File: src/rtl/rename_regfile_pkg.sv
// rtl/rename_regfile_pkg.sv - shared CPU definitions used by the register file and the ROB
package rename_regfile_pkg;

  localparam int CPU_REG_ADDR_WIDTH = 5;
  localparam int CPU_Q_WIDTH        = 4;
  localparam int CPU_REG_COUNT      = 1 << CPU_REG_ADDR_WIDTH;
  localparam int CPU_ZERO_REG       = 0;
  localparam int CPU_XLEN           = 32;

endpackage

File: src/rtl/rename_regfile_rename_table.sv
// rtl/rename_regfile_rename_table.sv - per-register busy bit and producing ROB tag
// Enables arrive pre-qualified (register 0 already excluded); flush clears every busy bit.
module rename_table
  import rename_regfile_pkg::*;
#(
  parameter int REG_ADDR_WIDTH = CPU_REG_ADDR_WIDTH,
  parameter int Q_WIDTH        = CPU_Q_WIDTH
) (
  input  logic                      clk_in,
  input  logic                      rst_in,
  input  logic                      rdy_in,
  input  logic                      issue_en,
  input  logic [REG_ADDR_WIDTH-1:0] issue_rd,
  input  logic [Q_WIDTH-1:0]        issue_Q,
  input  logic                      commit_en,
  input  logic [REG_ADDR_WIDTH-1:0] commit_reg_addr,
  input  logic [Q_WIDTH-1:0]        Commit_Q,
  input  logic                      control_hazard,
  input  logic [REG_ADDR_WIDTH-1:0] rs1_addr,
  input  logic [REG_ADDR_WIDTH-1:0] rs2_addr,
  output logic                      rs1_busy,
  output logic                      rs2_busy,
  output logic [Q_WIDTH-1:0]        rs1_Q,
  output logic [Q_WIDTH-1:0]        rs2_Q
);

  localparam int NUM_REGS = 1 << REG_ADDR_WIDTH;

  logic [NUM_REGS-1:0] busy;
  logic [Q_WIDTH-1:0]  tag [NUM_REGS];

  always_ff @(posedge clk_in or posedge rst_in) begin
    if (rst_in) begin
      busy <= '0;
      for (int i = 0; i < NUM_REGS; i++) tag[i] <= '0;
    end else if (rdy_in) begin
      if (control_hazard) begin
        busy <= '0;
      end else begin
        // A stale commit (tag already reissued) must leave the newer producer pending.
        if (commit_en && tag[commit_reg_addr] == Commit_Q)
          busy[commit_reg_addr] <= 1'b0;
        if (issue_en) begin
          busy[issue_rd] <= 1'b1;
          tag[issue_rd]  <= issue_Q;
        end
      end
    end
  end

  assign rs1_busy = busy[rs1_addr];
  assign rs2_busy = busy[rs2_addr];
  assign rs1_Q    = tag[rs1_addr];
  assign rs2_Q    = tag[rs2_addr];

endmodule

File: src/rtl/rename_regfile.sv
// rtl/rename_regfile.sv - renamed architectural register file with two read ports
// Optional REGFILE_COMMIT_BYPASS_EN forwards a matching commit to the read ports in the same cycle.
module rename_regfile
  import rename_regfile_pkg::*;
#(
  parameter int REG_ADDR_WIDTH = CPU_REG_ADDR_WIDTH,
  parameter int Q_WIDTH        = CPU_Q_WIDTH
) (
  input  logic                      clk_in,
  input  logic                      rst_in,
  input  logic                      rdy_in,
  input  logic                      has_issue,
  input  logic                      issue_writes_rd,
  input  logic [REG_ADDR_WIDTH-1:0] issue_rd,
  input  logic [Q_WIDTH-1:0]        issue_Q,
  input  logic [REG_ADDR_WIDTH-1:0] rs1_addr,
  input  logic [REG_ADDR_WIDTH-1:0] rs2_addr,
  output logic                      rs1_busy,
  output logic                      rs2_busy,
  output logic [Q_WIDTH-1:0]        rs1_Q,
  output logic [Q_WIDTH-1:0]        rs2_Q,
  output logic [CPU_XLEN-1:0]       rs1_V,
  output logic [CPU_XLEN-1:0]       rs2_V,
  input  logic                      has_commit,
  input  logic                      commit_modify_regfile,
  input  logic [REG_ADDR_WIDTH-1:0] commit_reg_addr,
  input  logic [Q_WIDTH-1:0]        Commit_Q,
  input  logic [CPU_XLEN-1:0]       Commit_V,
  input  logic                      control_hazard
);

  localparam int NUM_REGS = 1 << REG_ADDR_WIDTH;
  localparam logic [REG_ADDR_WIDTH-1:0] ZERO_ADDR = REG_ADDR_WIDTH'(CPU_ZERO_REG);

  logic [CPU_XLEN-1:0] val [NUM_REGS];
  logic                issue_en, commit_en;
  logic                t1_busy, t2_busy;
  logic [Q_WIDTH-1:0]  t1_Q, t2_Q;

  assign issue_en  = has_issue && issue_writes_rd && (issue_rd != ZERO_ADDR) && !control_hazard;
  assign commit_en = has_commit && commit_modify_regfile && (commit_reg_addr != ZERO_ADDR);

  rename_table #(
    .REG_ADDR_WIDTH (REG_ADDR_WIDTH),
    .Q_WIDTH        (Q_WIDTH)
  ) u_rename_table (
    .clk_in          (clk_in),
    .rst_in          (rst_in),
    .rdy_in          (rdy_in),
    .issue_en        (issue_en),
    .issue_rd        (issue_rd),
    .issue_Q         (issue_Q),
    .commit_en       (commit_en),
    .commit_reg_addr (commit_reg_addr),
    .Commit_Q        (Commit_Q),
    .control_hazard  (control_hazard),
    .rs1_addr        (rs1_addr),
    .rs2_addr        (rs2_addr),
    .rs1_busy        (t1_busy),
    .rs2_busy        (t2_busy),
    .rs1_Q           (t1_Q),
    .rs2_Q           (t2_Q)
  );

  // Commit data lands even during a flush; only rename state is discarded.
  always_ff @(posedge clk_in or posedge rst_in) begin
    if (rst_in) begin
      for (int i = 0; i < NUM_REGS; i++) val[i] <= '0;
    end else if (rdy_in && commit_en) begin
      val[commit_reg_addr] <= Commit_V;
    end
  end

  always_comb begin
    rs1_busy = t1_busy;
    rs1_Q    = t1_Q;
    rs1_V    = val[rs1_addr];
    rs2_busy = t2_busy;
    rs2_Q    = t2_Q;
    rs2_V    = val[rs2_addr];
`ifdef REGFILE_COMMIT_BYPASS_EN
    if (rdy_in && commit_en && commit_reg_addr == rs1_addr && t1_busy && t1_Q == Commit_Q) begin
      rs1_busy = 1'b0;
      rs1_V    = Commit_V;
    end
    if (rdy_in && commit_en && commit_reg_addr == rs2_addr && t2_busy && t2_Q == Commit_Q) begin
      rs2_busy = 1'b0;
      rs2_V    = Commit_V;
    end
`endif
    if (rs1_addr == ZERO_ADDR) begin
      rs1_busy = 1'b0;
      rs1_Q    = '0;
      rs1_V    = '0;
    end
    if (rs2_addr == ZERO_ADDR) begin
      rs2_busy = 1'b0;
      rs2_Q    = '0;
      rs2_V    = '0;
    end
  end

endmodule

File: config.mk
export PLATFORM = sky130hd
export DESIGN_NAME = rename_regfile
export DESIGN_NICKNAME = d
export VERILOG_FILES = /design/src/rtl/rename_regfile_pkg.sv /design/src/rtl/rename_regfile_rename_table.sv /design/src/rtl/rename_regfile.sv
export SDC_FILE = /design/constraint.sdc
export NUM_CORES = 2
export LEC_CHECK = 0
export ABC_AREA = 0
export ABC_CLOCK_PERIOD_IN_PS = 83800
export CORE_MARGIN = 5
export CORE_UTILIZATION = 60
export CTS_BUF_LIST = sky130_fd_sc_hd__clkbuf_4
export CTS_CLUSTER_DIAMETER = 50
export DETAILED_ROUTE_END_ITERATION = 16
export PLACE_DENSITY = 0.88
export SYNTH_ARGS = -nofsm -noshare
export SYNTH_HDL_FRONTEND = slang
export SYNTH_SLANG_ARGS = --single-unit
File: constraint.sdc
create_clock -name clk_in -period 83.8 [get_ports clk_in]
set_clock_uncertainty 0.2 [all_clocks]
set_input_delay 8.38 -clock clk_in [delete_from_list [all_inputs] [get_ports clk_in]]
set_output_delay 8.38 -clock clk_in [all_outputs]
set_load 0.02 [all_outputs]
* After elaboration in Yosys (flattened, before gate mapping) *
Index checks and enable logic that the tools add are counted.
W data, S select, Z words.

cells by class
  bitwise logic cells = 8
  reduce and logical (&&, ||, !) cells = 17
  equality and inequality tests = 1
  order comparisons = 12
  muxes and demuxes = 40

operators with widths
  cell                  count
  $bwmux W1024          1
  $mux W32              12
  $bmux W32 S5          2
  $demux W32 S5         1
  $bwmux W128           1
  $bmux W4 S5           3
  $mux W4               9
  $and A32 B32 Y32      1
  $not A32 Y32          1
  $or A32 B32 Y32       1
  $ge A6 B6 Y1 const B  4
  $lt A5 B6 Y1 const B  4
  $not A5 Y6            4
  $demux W4 S5          1
  $lt A6 B1 Y1 const B  2
  $logic_and A1 B1 Y1   11
  $bmux W1 S5           2
  $demux W1 S5          2
  $ge A5 B1 Y1 const B  2
  $logic_not A5 Y1      2
  $reduce_bool A5 Y1    2
  $mux W1               6
  $eq A4 B4 Y1          1
  $reduce_and A3 Y1     1
  other kinds (2)       2

word-level totals
  output and inout port bits = 74
  logic and storage cells = 143
  input port bits = 68
  bits in registers = 1,184

* Longest topological paths before layout *
  depth after elaboration = 12
  mapped depth = 11

* Hierarchy *
Synthesis repeated with hierarchy kept, for this count alone.

unflattened totals
  cells, all modules = 4,396
  area total of the unflattened synthesis = 65,182.5 sq um

modules (own cells, without submodules)
  module          cells each  area an instance (sq um)  sequential area each (sq um)  times used
  rename_regfile  3,636       54,877.6                  25,624.6                      1
  rename_table    760         10,304.9                  4,003.8                       1

* Worst setup path before layout *
No wires, ideal clock.

  path type = input port to output port
  start point = input port rs1_addr[0]
  end point = output port rs1_V[17]
  slack = 64,869 ps
  data required time = 75,220 ps
  data arrival time = 10,351 ps
  cell stages on the path = 7
  cell sequence = buf_2 -> buf_2 -> buf_2 -> mux4_2 -> mux4_2 -> mux2i_1 -> nor2_1

on the way
  word-level cells in the longest chain between the ends = 5
  elaborated cells between the ends (all ways) = 6
  classes of those cells = 4 x mux; 1 x bitwise; 1 x reduce/logical

ends and longest elaborated chain
  item                                         RTL line              RTL
  from (decl)                                  rename_regfile.sv:16  input logic [REG_ADDR_WIDTH-1:0] rs1_addr,
  $not A5 Y6 (implied by the code)             rename_regfile.sv:77  rs1_V = val[rs1_addr];
  $bmux W32 S5                                 rename_regfile.sv:77
  $mux W32 (implied by the code) (2 in a row)  rename_regfile.sv:77
  $mux W32 (*)                                 rename_regfile.sv:91  if (rs1_addr == ZERO_ADDR) begin
  to (decl)                                    rename_regfile.sv:22  output logic [CPU_XLEN-1:0] rs1_V,

Mark *: on every way between the ends. The rest lies on a longest branch, timed or not. The select of a mux whose other input is x is not followed.

* Worst setup path in the final report *
  start point = input port rs2_addr[0]
  end point = output port rs2_V[26]

on the way
  word-level cells in the longest chain between the ends = 5
  elaborated cells between the ends (all ways) = 6
  classes of those cells = 4 x mux; 1 x bitwise; 1 x reduce/logical

ends and longest elaborated chain
  item                                         RTL line              RTL
  from (decl)                                  rename_regfile.sv:17  input logic [REG_ADDR_WIDTH-1:0] rs2_addr,
  $not A5 Y6 (implied by the code)             rename_regfile.sv:80  rs2_V = val[rs2_addr];
  $bmux W32 S5                                 rename_regfile.sv:80
  $mux W32 (implied by the code) (2 in a row)  rename_regfile.sv:80
  $mux W32 (*)                                 rename_regfile.sv:96  if (rs2_addr == ZERO_ADDR) begin
  to (decl)                                    rename_regfile.sv:23  output logic [CPU_XLEN-1:0] rs2_V,

Marked as above.

==> results.cfg <==
[status]
status = finished, final reports clean

[sta]
setup_viol = 0
setup_tns_ps = 0
maxSlewHeadroom_pct = 12.4
period_share_pct = 25.5
worst_pin_slew_ps = 1310
setup_slack_ps = 62400
fmax_mhz = 46.7
grt_setup_unrepaired = false
fin_crit_ps = 21400
hold_viol_final = 0
drv_slew = 0

[global_routing]
grt_overflow = 0
gr-usage-met1_pct = 43.5
grtUsageTotal_pct = 31.9
top_usage_layer = met2
grt_pass1_wl_um = 271000
grt_start_max_net_pins = 191
antenna_found_initial = 7
use_met2_pct = 48.1
grt_use_met3_pct = 10.1
grt_pass1_vias = 43140

[cells_and_area]
final_common_cell = dfrtp_1
synthToLayoutAreaGrowth_pct = 8.75
layout_common_cells = dfrtp_1, mux2_2, mux4_2
drive_gt1_share_pct = 57.2
design_area_um2 = 69700
fin_nets = 4109

[synthesis]
synth_nets = 4047
synth.distinct_cells = 47
synth.avg_cell_area_um2 = 16.1
synthFlopType = dfrtp_1
synth_area_um2 = 64100
yosysSeqAreaShare_pct = 46.2
synth_edf_count = 0
ys_warn_count = 0
postSynth.asyncResetShare_pct = 100
ys_ff_latch = 1184
synthCells = 3979

[floorplanning]
core_area_um2 = 106000
dieWidth_um = 337
die_area_um2 = 113000
initial_utilization_pct = 60.6
die_h_um = 337
num_rows = 119
io_pins = 142

[critical_path]
slowest_delay_ps = 880
worst-path-buf-inv = 4
required_ps = 75220
worst_setup_path_end_kind = output pin
critPathTopFamily = buffers and inverters
worstPathMaxFanout = 67
r2r-start = u_rename_table.tag[86]
worstSetupPathType = input pin to output pin
r2r_cells = 8
slowest_stage = buf_4
r2r_slack_ps = 81120
arrival_ps = 12820
worstReg2RegEnd = u_rename_table.busy[17]
worstPathCellList = buf_8 > buf_4 > buf_4 > mux4_2 > mux4_2 > mux2i_1 > nor2_1 > clkdlybuf4s50_1
setup.worst_path.start_class = input pin

[power_and_ir_drop]
leakagePower_nw = 32.0
peakVddDrop_mv = 0.0146
power_per_cell_area_nw_per_um2 = 18.9

[detailed_routing]
drt-initial-drc-count = 4991
wire_per_inst_um = 31.6
routed-via-count = 40925
post-route-drc-count = 0
avgViaCountPerCell = 7.27
ant_nets = 0
first_pass_iters = 6
wirelength_um = 178000

[placed_design]
io_buffers = 141
place_congestion = 0.932
place_ws_ps = 62180
dp_hpwl_um = 95500
placed_area_um2 = 65900

[clock_tree]
cts_buffer_depth = 4
root_buffer = clkbuf_4
cts_buffers = 316
post_cts_resized = 0
hold_buffers = 0
tritoncts = built
htreeDepth = 5
post_cts_buffers = 0
clock_latency_ps = 1200
path_clk_slew_ps = 70
clock_sinks = 1184

[worst_hold_path]
min_path_cells = 0
holdPathEnd = val[1002]
min_from = val[1002]
worstHoldPathType = flip-flop to flip-flop

[job]
max-cap-violations = 0
[where the power goes]
part	leakage [nW]	total [mW]	internal [mW]	switching [mW]
combinational	13.6	0.180	0.0989	0.0813
clock	2.25	0.496	0.256	0.240
sequential	16.2	0.643	0.612	0.0308
total	32.0	1.32	0.966	0.353
[layout make-up]
class	count	area, µm²
antenna	4	10.0
clock buffer	453	3400
clock inverter	62	327
fill	6984	36000
inverter	1	11.3
multi-input combinational	2344	32700
sequential	1184	29600
tap	1391	1740
timing repair buffer	194	1870
[metal layers]
layer / wire length [µm] / share of wire (%) / vias up
met2: 83100 / 47 / 2706
met3: 20900 / 12 / 545
met5: 41 / 0.023 / -
li1: - / - / 15876
met1: 65800 / 37 / 21792
met4: 8290 / 4.7 / 6
[cell families after synthesis]
group,synth area share [%]
simple gates,1.93
flops,46.2
mux,47.8
compound gates,0.918
buf+inv,3.07
xor+xnor,0.0547
[registers in the layout, indices dropped and copies added, names as in the netlist]
signal / count
u_rename_table.busy: 32
val: 1024
u_rename_table.tag: 128
[synthesized netlist by cell type, types with 4 or more instances]
cell	number	share of area [%]
a22oi_1	14	0.16
clkbuf_1	232	1.4
or4bb_1	6	0.11
o22ai_1	32	0.31
a31oi_1	8	0.078
nor3b_1	7	0.082
nor4_1	12	0.12
and3_1	5	0.049
mux4_2	740	26
nor2_1	112	0.66
a21oi_1	38	0.30
mux2_2	1109	19
buf_4	18	0.21
buf_1	45	0.26
xor2_1	4	0.055
mux2_1	7	0.12
buf_2	153	1.2
dfrtp_1	1184	46
nand3_1	9	0.070
nand2_1	56	0.33
mux2i_1	138	2.2
nor3_1	10	0.078
[worst max path at each step]
stage	slack [ps]	to	depth (start not counted)	startpoint
finish	62400	rs2_V[26]	8	rs2_addr[0]
global route	61970	rs2_V[29]	8	rs2_addr[0]
CTS	62180	rs2_V[26]	8	rs2_addr[0]
detailed placement	62180	rs2_V[26]	8	rs2_addr[0]
global placement	62220	rs2_V[26]	8	rs2_addr[0]
floorplan	41870	u_rename_table.busy[0]	1	rst_in
[worst reg2reg max path, delay by kind of cell, from the launching register on]
family                 cells  cell delay, ps
AO/OA/AOI/OAI              2             310
XOR/XNOR                   1             200
buffers and inverters      1             390
flip-flops                 1             420
multiplexers               1             240
AND/OR/NAND/NOR            3             750
[stage by stage]
step | power [mW] | utilization [%] | hold slack [ps] | instances
floorplan | 0.781 | - | 241 | 3979
global placement | 0.823 | 62.4 | 176 | 5114
finish | 1.32 | 65.9 | 197 | 5633
CTS | 1.32 | 65.9 | 198 | 5629
detailed placement | 0.832 | 62.4 | 183 | 5114
global route | 1.37 | 65.9 | 213 | 5631
(Power assumes the default switching activity.)
